[config.mk]
export PLATFORM = sky130hd
export DESIGN_NAME = axil_regfile_slave
export DESIGN_NICKNAME = d
export VERILOG_FILES = /design/src/rtl/axil_regfile_slave.sv
export SDC_FILE = /design/constraint.sdc
export NUM_CORES = 1
export LEC_CHECK = 0
export BUFFER_PORTS_ARGS = -buffer_cell sky130_fd_sc_hd__buf_2
export CELL_PAD_IN_SITES_DETAIL_PLACEMENT = 1
export CELL_PAD_IN_SITES_GLOBAL_PLACEMENT = 2
export CORE_AREA = 2 2 167 251
export DETAILED_ROUTE_END_ITERATION = 6
export DIE_AREA = 0 0 169 253
export GPL_TIMING_DRIVEN = 1
export PLACE_DENSITY = 0.86
export REMOVE_ABC_BUFFERS = 1
export SLEW_MARGIN = 30
export SYNTH_ARGS = -nofsm -noshare
export SYNTH_HDL_FRONTEND = slang
export SYNTH_SLANG_ARGS = --single-unit
[constraint.sdc]
create_clock -name axil_aclk -period 2.5 [get_ports axil_aclk]
set_input_delay 0.5 -clock axil_aclk [delete_from_list [all_inputs] [get_ports axil_aclk]]
set_output_delay 0.5 -clock axil_aclk [all_outputs]
set_load 0.05 [all_outputs]
[src/rtl/axil_regfile_slave.sv]
// AXI4-Lite slave register bank: word 0 is a read-only ID, words 1..NUM_REGS-1 are read/write.
// Define AXIL_REGFILE_CNT_EN to map a read-only free-running cycle counter at word index NUM_REGS.
module axil_regfile_slave #(
    parameter int                ADDR_W    = 32,
    parameter int                DATA_W    = 32,
    parameter int                STRB_W    = DATA_W / 8,
    parameter int                NUM_REGS  = 8,
    parameter logic [ADDR_W-1:0] BASE_ADDR = '0,
    parameter logic [DATA_W-1:0] ID_VALUE  = 32'hA5A5_0001
) (
    input  logic                       axil_aclk,
    input  logic                       axil_aresetn,
    input  logic                       s_axil_awvalid,
    output logic                       s_axil_awready,
    input  logic [ADDR_W-1:0]          s_axil_awaddr,
    input  logic                       s_axil_wvalid,
    output logic                       s_axil_wready,
    input  logic [DATA_W-1:0]          s_axil_wdata,
    input  logic [STRB_W-1:0]          s_axil_wstrb,
    output logic                       s_axil_bvalid,
    input  logic                       s_axil_bready,
    output logic [1:0]                 s_axil_bresp,
    input  logic                       s_axil_arvalid,
    output logic                       s_axil_arready,
    input  logic [ADDR_W-1:0]          s_axil_araddr,
    output logic                       s_axil_rvalid,
    input  logic                       s_axil_rready,
    output logic [DATA_W-1:0]          s_axil_rdata,
    output logic [1:0]                 s_axil_rresp,
    output logic [NUM_REGS*DATA_W-1:0] regs_o
);

    localparam logic [1:0] RESP_OKAY   = 2'b00;
    localparam logic [1:0] RESP_SLVERR = 2'b10;

`ifdef AXIL_REGFILE_CNT_EN
    localparam int NUM_SLOTS = NUM_REGS + 1;
`else
    localparam int NUM_SLOTS = NUM_REGS;
`endif
    localparam int                IDX_W = $clog2(NUM_SLOTS);
    localparam logic [ADDR_W-1:0] LIMIT = ADDR_W'(NUM_SLOTS * 4);

    typedef enum logic [1:0] {W_IDLE, W_COMMIT, W_RESP} w_state_t;

    w_state_t          w_state;
    logic [DATA_W-1:0] words [NUM_REGS];
    logic [IDX_W-1:0]  aw_idx;
    logic              aw_ok;
    logic [DATA_W-1:0] w_data;
    logic [STRB_W-1:0] w_strb;

    // Offsets below BASE_ADDR wrap to large values and fall out of range naturally.
    logic [ADDR_W-1:0] aw_off, ar_off;
    logic [IDX_W-1:0]  aw_dec_idx, ar_dec_idx;
    logic              aw_dec_ok, ar_dec_in;

    assign aw_off     = s_axil_awaddr - BASE_ADDR;
    assign ar_off     = s_axil_araddr - BASE_ADDR;
    assign aw_dec_idx = aw_off[IDX_W+1:2];
    assign ar_dec_idx = ar_off[IDX_W+1:2];
    assign ar_dec_in  = (ar_off < LIMIT);
    assign aw_dec_ok  = (aw_off < LIMIT) && (aw_dec_idx != '0) && (int'(aw_dec_idx) < NUM_REGS);

`ifdef AXIL_REGFILE_CNT_EN
    logic [31:0] cnt;

    always_ff @(posedge axil_aclk or negedge axil_aresetn) begin
        if (!axil_aresetn) cnt <= '0;
        else               cnt <= cnt + 32'd1;
    end
`endif

    logic [DATA_W-1:0] rd_word;

    // NOTE: every always_comb output gets a default first so no path leaves it unassigned (no latch).
    always_comb begin
        rd_word = '0;
        for (int i = 0; i < NUM_REGS; i++)
            if (ar_dec_idx == IDX_W'(i)) rd_word = words[i];
`ifdef AXIL_REGFILE_CNT_EN
        if (ar_dec_idx == IDX_W'(NUM_REGS)) rd_word = cnt;
`endif
        if (!ar_dec_in) rd_word = '0;
    end

    // NOTE: sequential state uses non-blocking assignments so all flops update from pre-edge values.
    always_ff @(posedge axil_aclk or negedge axil_aresetn) begin
        if (!axil_aresetn) begin
            w_state        <= W_IDLE;
            s_axil_awready <= 1'b1;
            s_axil_wready  <= 1'b1;
            s_axil_bvalid  <= 1'b0;
            s_axil_bresp   <= RESP_OKAY;
            aw_idx         <= '0;
            aw_ok          <= 1'b0;
            w_data         <= '0;
            w_strb         <= '0;
        end else begin
            case (w_state)
                W_IDLE: begin
                    if (s_axil_awvalid && s_axil_awready) begin
                        aw_idx         <= aw_dec_idx;
                        aw_ok          <= aw_dec_ok;
                        s_axil_awready <= 1'b0;
                    end
                    if (s_axil_wvalid && s_axil_wready) begin
                        w_data        <= s_axil_wdata;
                        w_strb        <= s_axil_wstrb;
                        s_axil_wready <= 1'b0;
                    end
                    // A dropped ready means that channel is already held.
                    if ((!s_axil_awready || s_axil_awvalid) && (!s_axil_wready || s_axil_wvalid))
                        w_state <= W_COMMIT;
                end
                W_COMMIT: begin
                    s_axil_bvalid <= 1'b1;
                    s_axil_bresp  <= aw_ok ? RESP_OKAY : RESP_SLVERR;
                    w_state       <= W_RESP;
                end
                W_RESP: begin
                    if (s_axil_bready) begin
                        s_axil_bvalid  <= 1'b0;
                        s_axil_awready <= 1'b1;
                        s_axil_wready  <= 1'b1;
                        w_state        <= W_IDLE;
                    end
                end
                default: w_state <= W_IDLE;
            endcase
        end
    end

    // NOTE: the register bank is reset so exported words are defined right after reset.
    always_ff @(posedge axil_aclk or negedge axil_aresetn) begin
        if (!axil_aresetn) begin
            for (int i = 0; i < NUM_REGS; i++)
                words[i] <= (i == 0) ? ID_VALUE : '0;
        end else if (w_state == W_COMMIT && aw_ok) begin
            for (int i = 1; i < NUM_REGS; i++)
                if (aw_idx == IDX_W'(i))
                    for (int k = 0; k < STRB_W; k++)
                        if (w_strb[k]) words[i][k*8 +: 8] <= w_data[k*8 +: 8];
        end
    end

    always_ff @(posedge axil_aclk or negedge axil_aresetn) begin
        if (!axil_aresetn) begin
            s_axil_arready <= 1'b1;
            s_axil_rvalid  <= 1'b0;
            s_axil_rdata   <= '0;
            s_axil_rresp   <= RESP_OKAY;
        end else if (s_axil_arvalid && s_axil_arready) begin
            s_axil_rdata   <= rd_word;
            s_axil_rresp   <= ar_dec_in ? RESP_OKAY : RESP_SLVERR;
            s_axil_rvalid  <= 1'b1;
            s_axil_arready <= 1'b0;
        end else if (s_axil_rvalid && s_axil_rready) begin
            s_axil_rvalid  <= 1'b0;
            s_axil_arready <= 1'b1;
        end
    end

    for (genvar g = 0; g < NUM_REGS; g++) begin : g_flat
        assign regs_o[g*DATA_W +: DATA_W] = words[g];
    end

endmodule

* Word level (Yosys, flattened, before mapping)
Index checks and enable logic that the tools add are counted.
Storage, ports and cells: flip-flop bits (word level) 307, logic and storage cells 139, bits of input ports 107, output and inout bits 297
Cells by class: mux-type cells 25, magnitude comparators 2, equality and inequality tests 20, reductions and logical operators 51
Operators by type and width (number):
- 32-bit 2-to-1 mux | 9
- 3-bit AND reduction | 30
- 32-bit by 6-bit < comparator with 1-bit output (second input constant) | 2
- 3-bit equality test (second input constant) | 8
- 3-bit by 2-bit equality test with 1-bit output (second input constant) | 4
- 1-bit 2-to-1 mux | 8
- 2-bit 2-to-1 mux | 4
- 2-bit inequality test (second input constant) | 4
- 2-bit AND reduction | 4
- 1-bit logical AND | 7
- 3-bit by 1-bit equality test with 1-bit output (second input constant) | 2
- 1-bit case mux with 2 select lines | 3
- 2-bit case mux with 3 select lines | 1
- 2-bit nonzero test | 3
- 3-bit logical NOT | 1
- 3-bit nonzero test | 1
- 2-bit by 1-bit equality test with 1-bit output (second input constant) | 1
- 2-bit equality test (second input constant) | 1
- 1-bit logical NOT | 2
- 2-bit logical NOT | 1
- 1-bit logical OR | 2

* Longest topological paths before layout
Gate-level depths: netlist (run 1).
depth in word-level cells 10, gate-level depth with buffers 6, mapped depth without buffers 4

* Least setup slack after synthesis (run 1)
OpenSTA, ideal clock, no wires.
path type input port to flip-flop, from input port s_axil_araddr[28], to register s_axil_rdata[10], path buffers 2, setup slack 0.431 ns, stages on the path 5, arrival 1.978 ns, required time 2.408 ns, library setup time 0.092 ns, cell sequence or4_1 or4_1 buf_6 buf_8 o31ai_2
On the way: cells in the longest elaborated chain, start to end 2
RTL lines:
- from (decl) | line 25 | input logic [ADDR_W-1:0] s_axil_araddr,
- 32-bit by 6-bit < comparator with 1-bit output | line 62 | assign ar_dec_in = (ar_off < LIMIT);
- 32-bit 2-to-1 mux | line 84 | if (!ar_dec_in) rd_word = '0;
- to (signal assigned) | line 154 | s_axil_rdata <= rd_word;
- to (decl) | line 28 | output logic [DATA_W-1:0] s_axil_rdata,
Every way passes these cells. A chain may end at the register's enable or synchronous reset.

* Final worst setup path (run 1)
from register aw_idx[2], to register words, in the netlist regs_o[159]
On the way: cells in the longest elaborated chain, start to end 2
RTL lines:
- from (decl) | line 48 | logic [IDX_W-1:0] aw_idx;
- from (signal assigned) | line 103 | aw_idx <= aw_dec_idx;
- 3-bit equality test | line 141 | if (aw_idx == IDX_W'(i))
- 3-bit AND reduction (no line)
- to (signal, indexed assignment) | line 138 | words[i] <= (i == 0) ? ID_VALUE : '0;
- to (signal, indexed assignment) | line 143 | if (w_strb[k]) words[i][k*8 +: 8] <= w_data[k*8 +: 8];
- to (decl) | line 47 | logic [DATA_W-1:0] words [NUM_REGS];
Every way passes these cells.

==> metrics.yaml, run 1 <==
die:
  dieHeight_um: 253
  die_area_sq_mm: 0.0428
  row_count: 91
  start_util_pct: 33.6
  dieWidth_um: 169
  top_level_ports: 404
  fp.coreArea_sq_mm: 0.0408
global_routing:
  grt_first_pass_wirelength_um: 70000
  grt_most_used_layer: "met2"
  gr-usage-met3_pct: 2.64
  grt_max_degree: 68
  groute.usage.overall_pct: 21.8
  met2_global_route_usage_pct: 40.6
  grtUsageMet1_pct: 24.7
  grt.overflow.total: 0
  number_of_global_route_vias_before_repair: 11100
  antenna_violations_before_repair: 4
yosys:
  post_synth_edffs: 0
  adder_and_majority_cell_fraction_of_the_synthesized_area_pct: 0
  synth.ff_latch_count: 305
  asyncSetResetFlopFracSynth_pct: 100
  simple_gate_share_of_the_synthesized_area_pct: 4.94
  syn_inst: 1002
  synth.mux.area_fraction_pct: 27.0
  avgSynthCellArea_sq_um: 13.7
  synth-warning-count: 32
  commonest_register_cell_after_synthesis: "sky130_fd_sc_hd__dfrtp_1"
  yosys.area_share.xor_xnor_pct: 0
  complex_gate_fraction_of_the_synthesized_area_pct: 8.59
  main_combinational_cell_family_by_area_after_synthesis: "multiplexers"
  synth-seq-area-share_pct: 55.8
  syn_area_sq_mm: 0.0137
  synth.distinct_cells: 36
sta:
  final.setup_skew_ns: 0.0116
  final_period_minus_worst_setup_slack_ns: 2.38
  timing.final.hold_violations: 0
  finalHoldWorstSlack_ns: 0.111
  fmaxAchievable_mhz: 420
  timing.final.max_slew_violations: 0
  worst_margin_slew_ns: 0.821
  max-slew-margin-rel_pct: 45.2
  rsz0062_at_grt: "false"
  final.period_utilization_pct: 95.2
  final_number_of_setup_violating_endpoints: 0
critical_path:
  setup.worst_path.start_class: "flop"
  timing.setup.critical_path_class: "flop to flop"
  worstPathRequired_ns: 2.95
  cp-end-kind: "flop"
  timing.critical_path.slowest_cell_delay_ns: 0.72
  ordered_cell_list_for_the_critical_path: "nor3b_1, nand2_1, mux2_2"
  critical_path.top_delay_family: "simple AND/OR/NAND/NOR gates"
  path_max_fanout: 8
  worstPathBufferInverterCount: 0
  worst-endpoint-arrival_ns: 2.83
  cp_slowest_cell: "sky130_fd_sc_hd__nor3b_1"
cts:
  tritoncts_num_sinks: 305
  cts.htree.levels: 1
  clk_pin_slew_worst_paths_ns: 0.06
  tritoncts: "built"
  clockBufferDepth: 3
  clk_latency_ns: 0.57
  cts-resized-gates: 0
  cts.repair_timing.setup_buffer_count: 0
  cts-buffers-inserted: 30
  clock_tree.root_cell: "sky130_fd_sc_hd__clkbuf_16"
route:
  remaining_drc_errors: 0
  drtIter0Drc: 434
  detail_route.first_pass.iterations: 5
  wirelength_um: 47200
  postRouteAntennaNets: 0
  num_vias: 10100
  via_per_inst: 5.24
  routed_wire_length_per_instance_um: 24.5
placement:
  numPortBuffers: 365
  gp_routability_congestion: 0.808
  dp_hpwl_um: 33200
pwr:
  leakage_nw: 9.34
  powerDensity_mw_per_mm2: 702
  totalPowerFinal_mw: 12.1
  peakVddDrop_mv: 0.387
cells_and_area:
  post_route_cells_drive_above_1_share_pct: 58.8
  area_growth_syn_to_layout_pct: 26.2
  nets: 1501
job:
  max_cap_violations: 0
worst_hold_path:
  min_path_type: "primary input to flop"
outcome:
  outcome: "completed"
per-layer routing:
layer | share of wire, % | routed length, um | up-vias
li1 | - | - | 4410
met1 | 37 | 17500 | 5247
met2 | 54 | 25500 | 350
met3 | 4.2 | 1970 | 93
met4 | 4.5 | 2120 | 4
met5 | 0.064 | 30 | -
cell usage in the layout, fill, tap and decap left out, types with 2 or more instances in the layout:
master / Yosys / routed
sky130_fd_sc_hd__buf_2: 7 / 363
sky130_fd_sc_hd__mux2_2: 327 / 327
sky130_fd_sc_hd__dfrtp_1: 302 / 302
sky130_fd_sc_hd__nand2_1: 53 / 52
sky130_fd_sc_hd__nor2_1: 34 / 34
sky130_fd_sc_hd__conb_1: 1 / 34
sky130_fd_sc_hd__a21o_1: 33 / 33
sky130_fd_sc_hd__o22ai_1: 32 / 32
sky130_fd_sc_hd__a221oi_1: 32 / 32
sky130_fd_sc_hd__clkbuf_16: 0 / 31
sky130_fd_sc_hd__buf_4: 34 / 31
sky130_fd_sc_hd__o31ai_2: 29 / 29
sky130_fd_sc_hd__nor2_2: 16 / 16
sky130_fd_sc_hd__nor4_1: 12 / 12
sky130_fd_sc_hd__buf_12: 0 / 10
sky130_fd_sc_hd__clkbuf_8: 0 / 8
sky130_fd_sc_hd__o21ai_0: 7 / 7
sky130_fd_sc_hd__clkbuf_1: 27 / 7
sky130_fd_sc_hd__inv_1: 6 / 6
sky130_fd_sc_hd__clkinv_2: 0 / 5
sky130_fd_sc_hd__o31ai_1: 4 / 4
sky130_fd_sc_hd__and2_0: 4 / 4
sky130_fd_sc_hd__nand3b_1: 3 / 3
sky130_fd_sc_hd__nand3_1: 4 / 3
sky130_fd_sc_hd__nor3b_1: 3 / 3
sky130_fd_sc_hd__nor2b_1: 4 / 3
sky130_fd_sc_hd__dfstp_2: 3 / 3
sky130_fd_sc_hd__diode_2: 0 / 2
sky130_fd_sc_hd__nor3_1: 2 / 2
sky130_fd_sc_hd__nand4_1: 2 / 2
sky130_fd_sc_hd__mux2i_1: 2 / 2
sky130_fd_sc_hd__bufinv_16: 0 / 2
cells in the mapped netlist, types with 6 or more instances:
library cell	n	area [sq um]
sky130_fd_sc_hd__mux2_2	327	3680
sky130_fd_sc_hd__dfrtp_1	302	7560
sky130_fd_sc_hd__nand2_1	53	199
sky130_fd_sc_hd__buf_4	34	255
sky130_fd_sc_hd__nor2_1	34	128
sky130_fd_sc_hd__a21o_1	33	248
sky130_fd_sc_hd__a221oi_1	32	280
sky130_fd_sc_hd__o22ai_1	32	200
sky130_fd_sc_hd__o31ai_2	29	363
sky130_fd_sc_hd__clkbuf_1	27	101
sky130_fd_sc_hd__nor2_2	16	100
sky130_fd_sc_hd__nor4_1	12	75.1
sky130_fd_sc_hd__buf_1	7	26.3
sky130_fd_sc_hd__buf_2	7	35.0
sky130_fd_sc_hd__o21ai_0	7	35.0
sky130_fd_sc_hd__inv_1	6	22.5
worst reg2reg max path: stages, from the launching register on:
cell and delay, ns:
sky130_fd_sc_hd__dfrtp_1 0.49, sky130_fd_sc_hd__nor3b_1 0.72, sky130_fd_sc_hd__nand2_1 0.61, sky130_fd_sc_hd__mux2_2 0.45
layout make-up:
class                      count  area (sq um)
fill                        4392         23500
clock buffer                  46           912
clock inverter                 7          85.1
inverter                       6          22.5
multi-input combinational    645          5700
antenna                        2          5.00
sequential                   305          7640
timing repair buffer         406          2270
tap                          511           639
final timing paths:
path	cells after the start	end	from	slack, ns
max in group asynchronous	3	regs_o[224]	axil_aresetn	1.31
min in group asynchronous	2	w_data[12]	axil_aresetn	0.44
worst min-delay path	2	s_axil_arready	s_axil_arvalid	0.11
worst min register to register	2	s_axil_rdata[26]	s_axil_rdata[26]	0.48
worst max register to register	3	regs_o[159]	aw_idx[2]	0.12
worst max-delay path	3	regs_o[159]	aw_idx[2]	0.12
timing repair:
| item | 4_1_cts | 5_1_grt |
|---|---|---|
| hold buffers | 1 | 0 |
| endpoints found under the setup margin | 0 | 0 |
| endpoints found under the hold margin | 43 | 0 |
kinds of logic (layout without fill, tap and decap cells):
logic type,count (synthesis),after routing
multiplexers,329,329
flip-flops,305,305
AND/OR/NAND/NOR,142,142
AO/OA/AOI/OAI,140,140
buffers and inverters,85,465
other,1,36
metrics by stage:
stage | setup TNS [ns] | util [%] | area (sq um) | std cells | worst slack (ns)
finish | 0 | 42.4 | 17300 | 1928 | 0.119
global route | 0 | 42.4 | 17300 | 1928 | 0.0300
CTS | 0 | 42.4 | 17300 | 1926 | 0.0905
detailed placement | 0 | 39.9 | 16300 | 1872 | 0.0532
global placement | 0 | 39.9 | 16300 | 1872 | 0.126
floorplan | -12.96 | - | 13300 | 956 | -0.395
power breakdown:
| group | switching (mW) | total, mW | internal (mW) |
|---|---|---|---|
| Sequential | 0.708 | 6.03 | 5.32 |
| Combinational | 0.870 | 1.48 | 0.609 |
| Clock | 1.93 | 4.62 | 2.69 |
registers in the layout (all words and copies together), names as in the netlist:
signal,cells
regs_o,224
s_axil_rdata,32
w_data,32
w_strb,4
aw_idx,3
w_state,2
aw_ok,1
s_axil_arready,1
s_axil_awready,1
s_axil_bresp,1
s_axil_bvalid,1
s_axil_rresp,1
s_axil_rvalid,1
s_axil_wready,1
Power figures use the tool's default switching activity.
==> run 2: changes to the inputs <==
Settings changed: ABC_AREA from default to 1, CORE_AREA 2 2 167 251 to 2 2 174 261, DIE_AREA 0 0 169 253 to 0 0 176 263, PLACE_DENSITY 0.86 to 0.87.
==> run 2 against run 1 <==
Effect of this change:
- power grew 36%
- combinational power increased to 3.3 times the previous value
- critical path type unchanged
- core utilization down 2.1 points
- die area grew 8.3%
- count of clock-buffer cells in the layout increased by 1
- critical endpoint is now regs_o[128]
==> metrics.yaml, run 2 <==
outcome:
  outcome: "completed"
cells_and_area:
  commonest_cells_after_routing_fill_and_taps_aside: "441 x sky130_fd_sc_hd__nand2_1, 364 x sky130_fd_sc_hd__buf_2, 302 x sky130_fd_sc_hd__dfrtp_1"
  post_route_cells_drive_above_1_share_pct: 38.7  # -20 points
  nets: 1858  # +24%
  area_growth_syn_to_layout_pct: 26.6
  final.fill_count: 5048  # +15%
  stdcell_count: 2354  # +22%
  post-route-cell-area_sq_mm: 0.0177  # +2.3%
  layout.cells.most_common: "sky130_fd_sc_hd__nand2_1"
  largest_reg_flops: 224  # unchanged
route:
  routed_wire_length_per_instance_um: 22.6  # -7.4%
  wirelength_um: 53300  # +13%
  postRouteAntennaNets: 0  # unchanged
  drtIter0Drc: 517  # +19%
  via_per_inst: 4.97  # -5.1%
  num_vias: 11700  # +16%
  detail_route.first_pass.iterations: 5  # unchanged
  remaining_drc_errors: 0  # unchanged
yosys:
  synth_top_area_cell: "sky130_fd_sc_hd__dfrtp_1"
  netlist.area_leader.share_pct: 54.1  # -1.1 points
  syn_inst: 1370  # +37%
  post_synth_main_area_contributors: "sky130_fd_sc_hd__dfrtp_1 54%, sky130_fd_sc_hd__mux2_2 15%, sky130_fd_sc_hd__nand2_1 12%, sky130_fd_sc_hd__o211ai_1 3.4%, sky130_fd_sc_hd__nor2_1 2.5%"
  most_frequent_cells_after_synthesis: "443 x sky130_fd_sc_hd__nand2_1, 302 x sky130_fd_sc_hd__dfrtp_1, 192 x sky130_fd_sc_hd__mux2_2"
  avgSynthCellArea_sq_um: 10.2  # -25%
  synth.distinct_cells: 27  # -25%
  synthMostInstantiatedCell: "sky130_fd_sc_hd__nand2_1"
  synth-seq-area-share_pct: 54.7  # -1.1 points
  commonest_register_cell_after_synthesis: "sky130_fd_sc_hd__dfrtp_1"
  asyncSetResetFlopFracSynth_pct: 100  # unchanged
  post_synth_edffs: 0  # unchanged
  synth.ff_latch_count: 305  # unchanged
  syn_area_sq_mm: 0.0140  # +2.0%
  synth-warning-count: 32  # unchanged
worst_hold_path:
  worst_hold_path.endpoint: "w_data[30]"
  worstHoldPathCells: 3  # +1
  min_path_type: "primary input to flop"
  holdCritStartpoint: "s_axil_wdata[30]"
global_routing:
  grt_first_pass_wirelength_um: 80100  # +14%
  antenna_violations_before_repair: 5  # +1
  groute.usage.overall_pct: 23.0  # +1.2 points
  grt.overflow.total: 0  # unchanged
  number_of_global_route_vias_before_repair: 12700  # +15%
  grt_max_degree: 69  # +1.5%
placement:
  instance_area_at_placement_sq_mm: 0.0166  # +2.1%
  numPortBuffers: 365  # unchanged
  dp_hpwl_um: 36100  # +8.7%
  dpl.cell_count: 2293  # +22%
  gp_routability_congestion: 0.802  # -0.73%
cts:
  cts.htree.levels: 1  # unchanged
  clk_pin_slew_worst_paths_ns: 0.06  # about the same
  clock_tree.root_cell: "sky130_fd_sc_hd__clkbuf_16"
  cts-resized-gates: 0  # unchanged
  cts.repair_timing.setup_buffer_count: 0  # unchanged
  tritoncts_num_sinks: 305  # unchanged
  cts-buffers-inserted: 31  # +3.3%
  cts.hold.buffers_added: 1  # unchanged
  tritoncts: "built"
  clockBufferDepth: 3  # unchanged
  clk_latency_ns: 0.57  # about the same
die:
  dieWidth_um: 176  # +4.1%
  start_util_pct: 31.8  # -1.8 points
  row_count: 94  # +3.3%
  fp.coreArea_sq_mm: 0.0439  # +7.6%
  dieHeight_um: 263  # +4.0%
  top_level_ports: 404  # unchanged
  die_area_sq_mm: 0.0463  # +8.3%
sta:
  rsz0062_at_grt: "false"
  final.period_utilization_pct: 82.2  # -13 points
  worst_margin_slew_ns: 0.955  # +0.134 ns
  timing.final.max_slew_violations: 0  # unchanged
  setup-tns-final_ns: 0  # unchanged
  finalHoldWorstSlack_ns: 0.127  # +0.0152 ns
  final.setup_skew_ns: 0.00869  # -0.00294 ns
  fmaxAchievable_mhz: 487  # +16%
  max-slew-margin-rel_pct: 36.3  # -8.9 points
  timing.final.hold_violations: 0  # unchanged
  final_period_minus_worst_setup_slack_ns: 2.05  # -0.327 ns
  final_number_of_setup_violating_endpoints: 0  # unchanged
pwr:
  totalPowerFinal_mw: 16.5  # +36%
  peakVddDrop_mv: 0.622  # +61%
  powerDensity_mw_per_mm2: 932  # +33%
  leakage_nw: 9.71  # +4.0%
job:
  max_cap_violations: 0  # unchanged
critical_path:
  worstPathRequired_ns: 2.95  # about the same
  timing.rr.start: "w_state[1]"
  ordered_cell_list_for_the_critical_path: "inv_1, nand2_2, nor2_4, nand2_4, nor2_4, mux2_2"
  cp-end-kind: "flop"
  worst-endpoint-arrival_ns: 2.50  # -0.33 ns
  setup.worst_path.start_class: "flop"
  timing.setup.critical_path_class: "flop to flop"
  timing.critical_path.slowest_cell_delay_ns: 0.43  # -0.29 ns
  timing.critical_path.mode_cell: "sky130_fd_sc_hd__nor2_4"
  ff2ff_setup_slack_ns: 0.45  # +0.33 ns
  cp_slowest_cell: "sky130_fd_sc_hd__nor2_4"
  path_max_fanout: 8  # unchanged
  crit-reg2reg-capture: "regs_o[128]"
  worstRegToRegCells: 6  # +3
-- run 2: changes by cell type after synthesis, sizes merged, moves of 33 or more --
cell,previous run,this run
mux2,327,192
o21ai,7,41
o31ai,33,0
nand2,53,448
o211ai,0,64
a21o,33,0
nand4,2,36
inv,6,52
nor2,50,123
-- run 2: logic make-up after synthesis --
family | count (synthesis) | synth area share (%)
DFF | 305 | 54.7
buffers and inverters | 138 | 4.82
and+or+nand+nor | 626 | 19.9
AOI/OAI and AO/OA | 108 | 5.07
muxes | 192 | 15.5
other | 1 | 0.0269
-- run 2: metrics by stage --
| step | setup slack, ns | utilization [%] |
|---|---|---|
| CTS | 0.404 | 40.3 |
| floorplan | 0.162 | - |
| global placement | 0.279 | 37.9 |
| detailed placement | 0.238 | 37.9 |
| finish | 0.446 | 40.3 |
| global route | 0.300 | 40.3 |
-- run 2: power breakdown --
part	switching, mW	internal (mW)	total, mW
clock	1.98	2.82	4.80
combinational	3.64	1.19	4.83
sequential	1.05	5.79	6.84
total	6.67	9.80	16.5
-- run 2: area by class of cell --
cell class                 instances  area [sq um]  share of cell area, %
clock buffer                      47           916                   5.18
inverter                          52           195                   1.10
tap                              576           721                   4.08
antenna                            4          10.0                 0.0566
sequential                       305          7640                   43.2
timing repair buffer             401          2250                   12.7
clock inverter                     9           126                  0.715
multi-input combinational        960          5820                   32.9
-- run 2: worst max-delay path by stage --
| stage | start | to | slack (ns) | cells past startpoint |
|---|---|---|---|---|
| 2_1_floorplan | s_axil_arready | s_axil_rdata[0] | 0.16 | 8 |
| 6_report | w_state[1] | regs_o[128] | 0.45 | 6 |
| 3_3_place_gp | s_axil_araddr[2] | s_axil_rdata[30] | 0.28 | 9 |
| 4_1_cts | w_state[1] | regs_o[229] | 0.40 | 6 |
| 5_1_grt | w_state[1] | regs_o[231] | 0.30 | 6 |
| 3_5_place_dp | s_axil_araddr[2] | s_axil_rdata[27] | 0.24 | 9 |
-- run 2: routing by layer --
metal / up-vias / wire [um] / track usage, %
met5: - / 10 / 0
met3: 128 / 2400 / 2.86
met2: 400 / 27300 / 40.9
met4: 2 / 2900 / 11.6
met1: 5940 / 20700 / 26.9
li1: 5239 / - / -
-- run 2: critical path: cells and delay by family (launching register included) --
family,cells,cell delay [ns]
mux,1,0.39
buf+inv,1,0.10
simple gates,4,1.08
flops,1,0.36
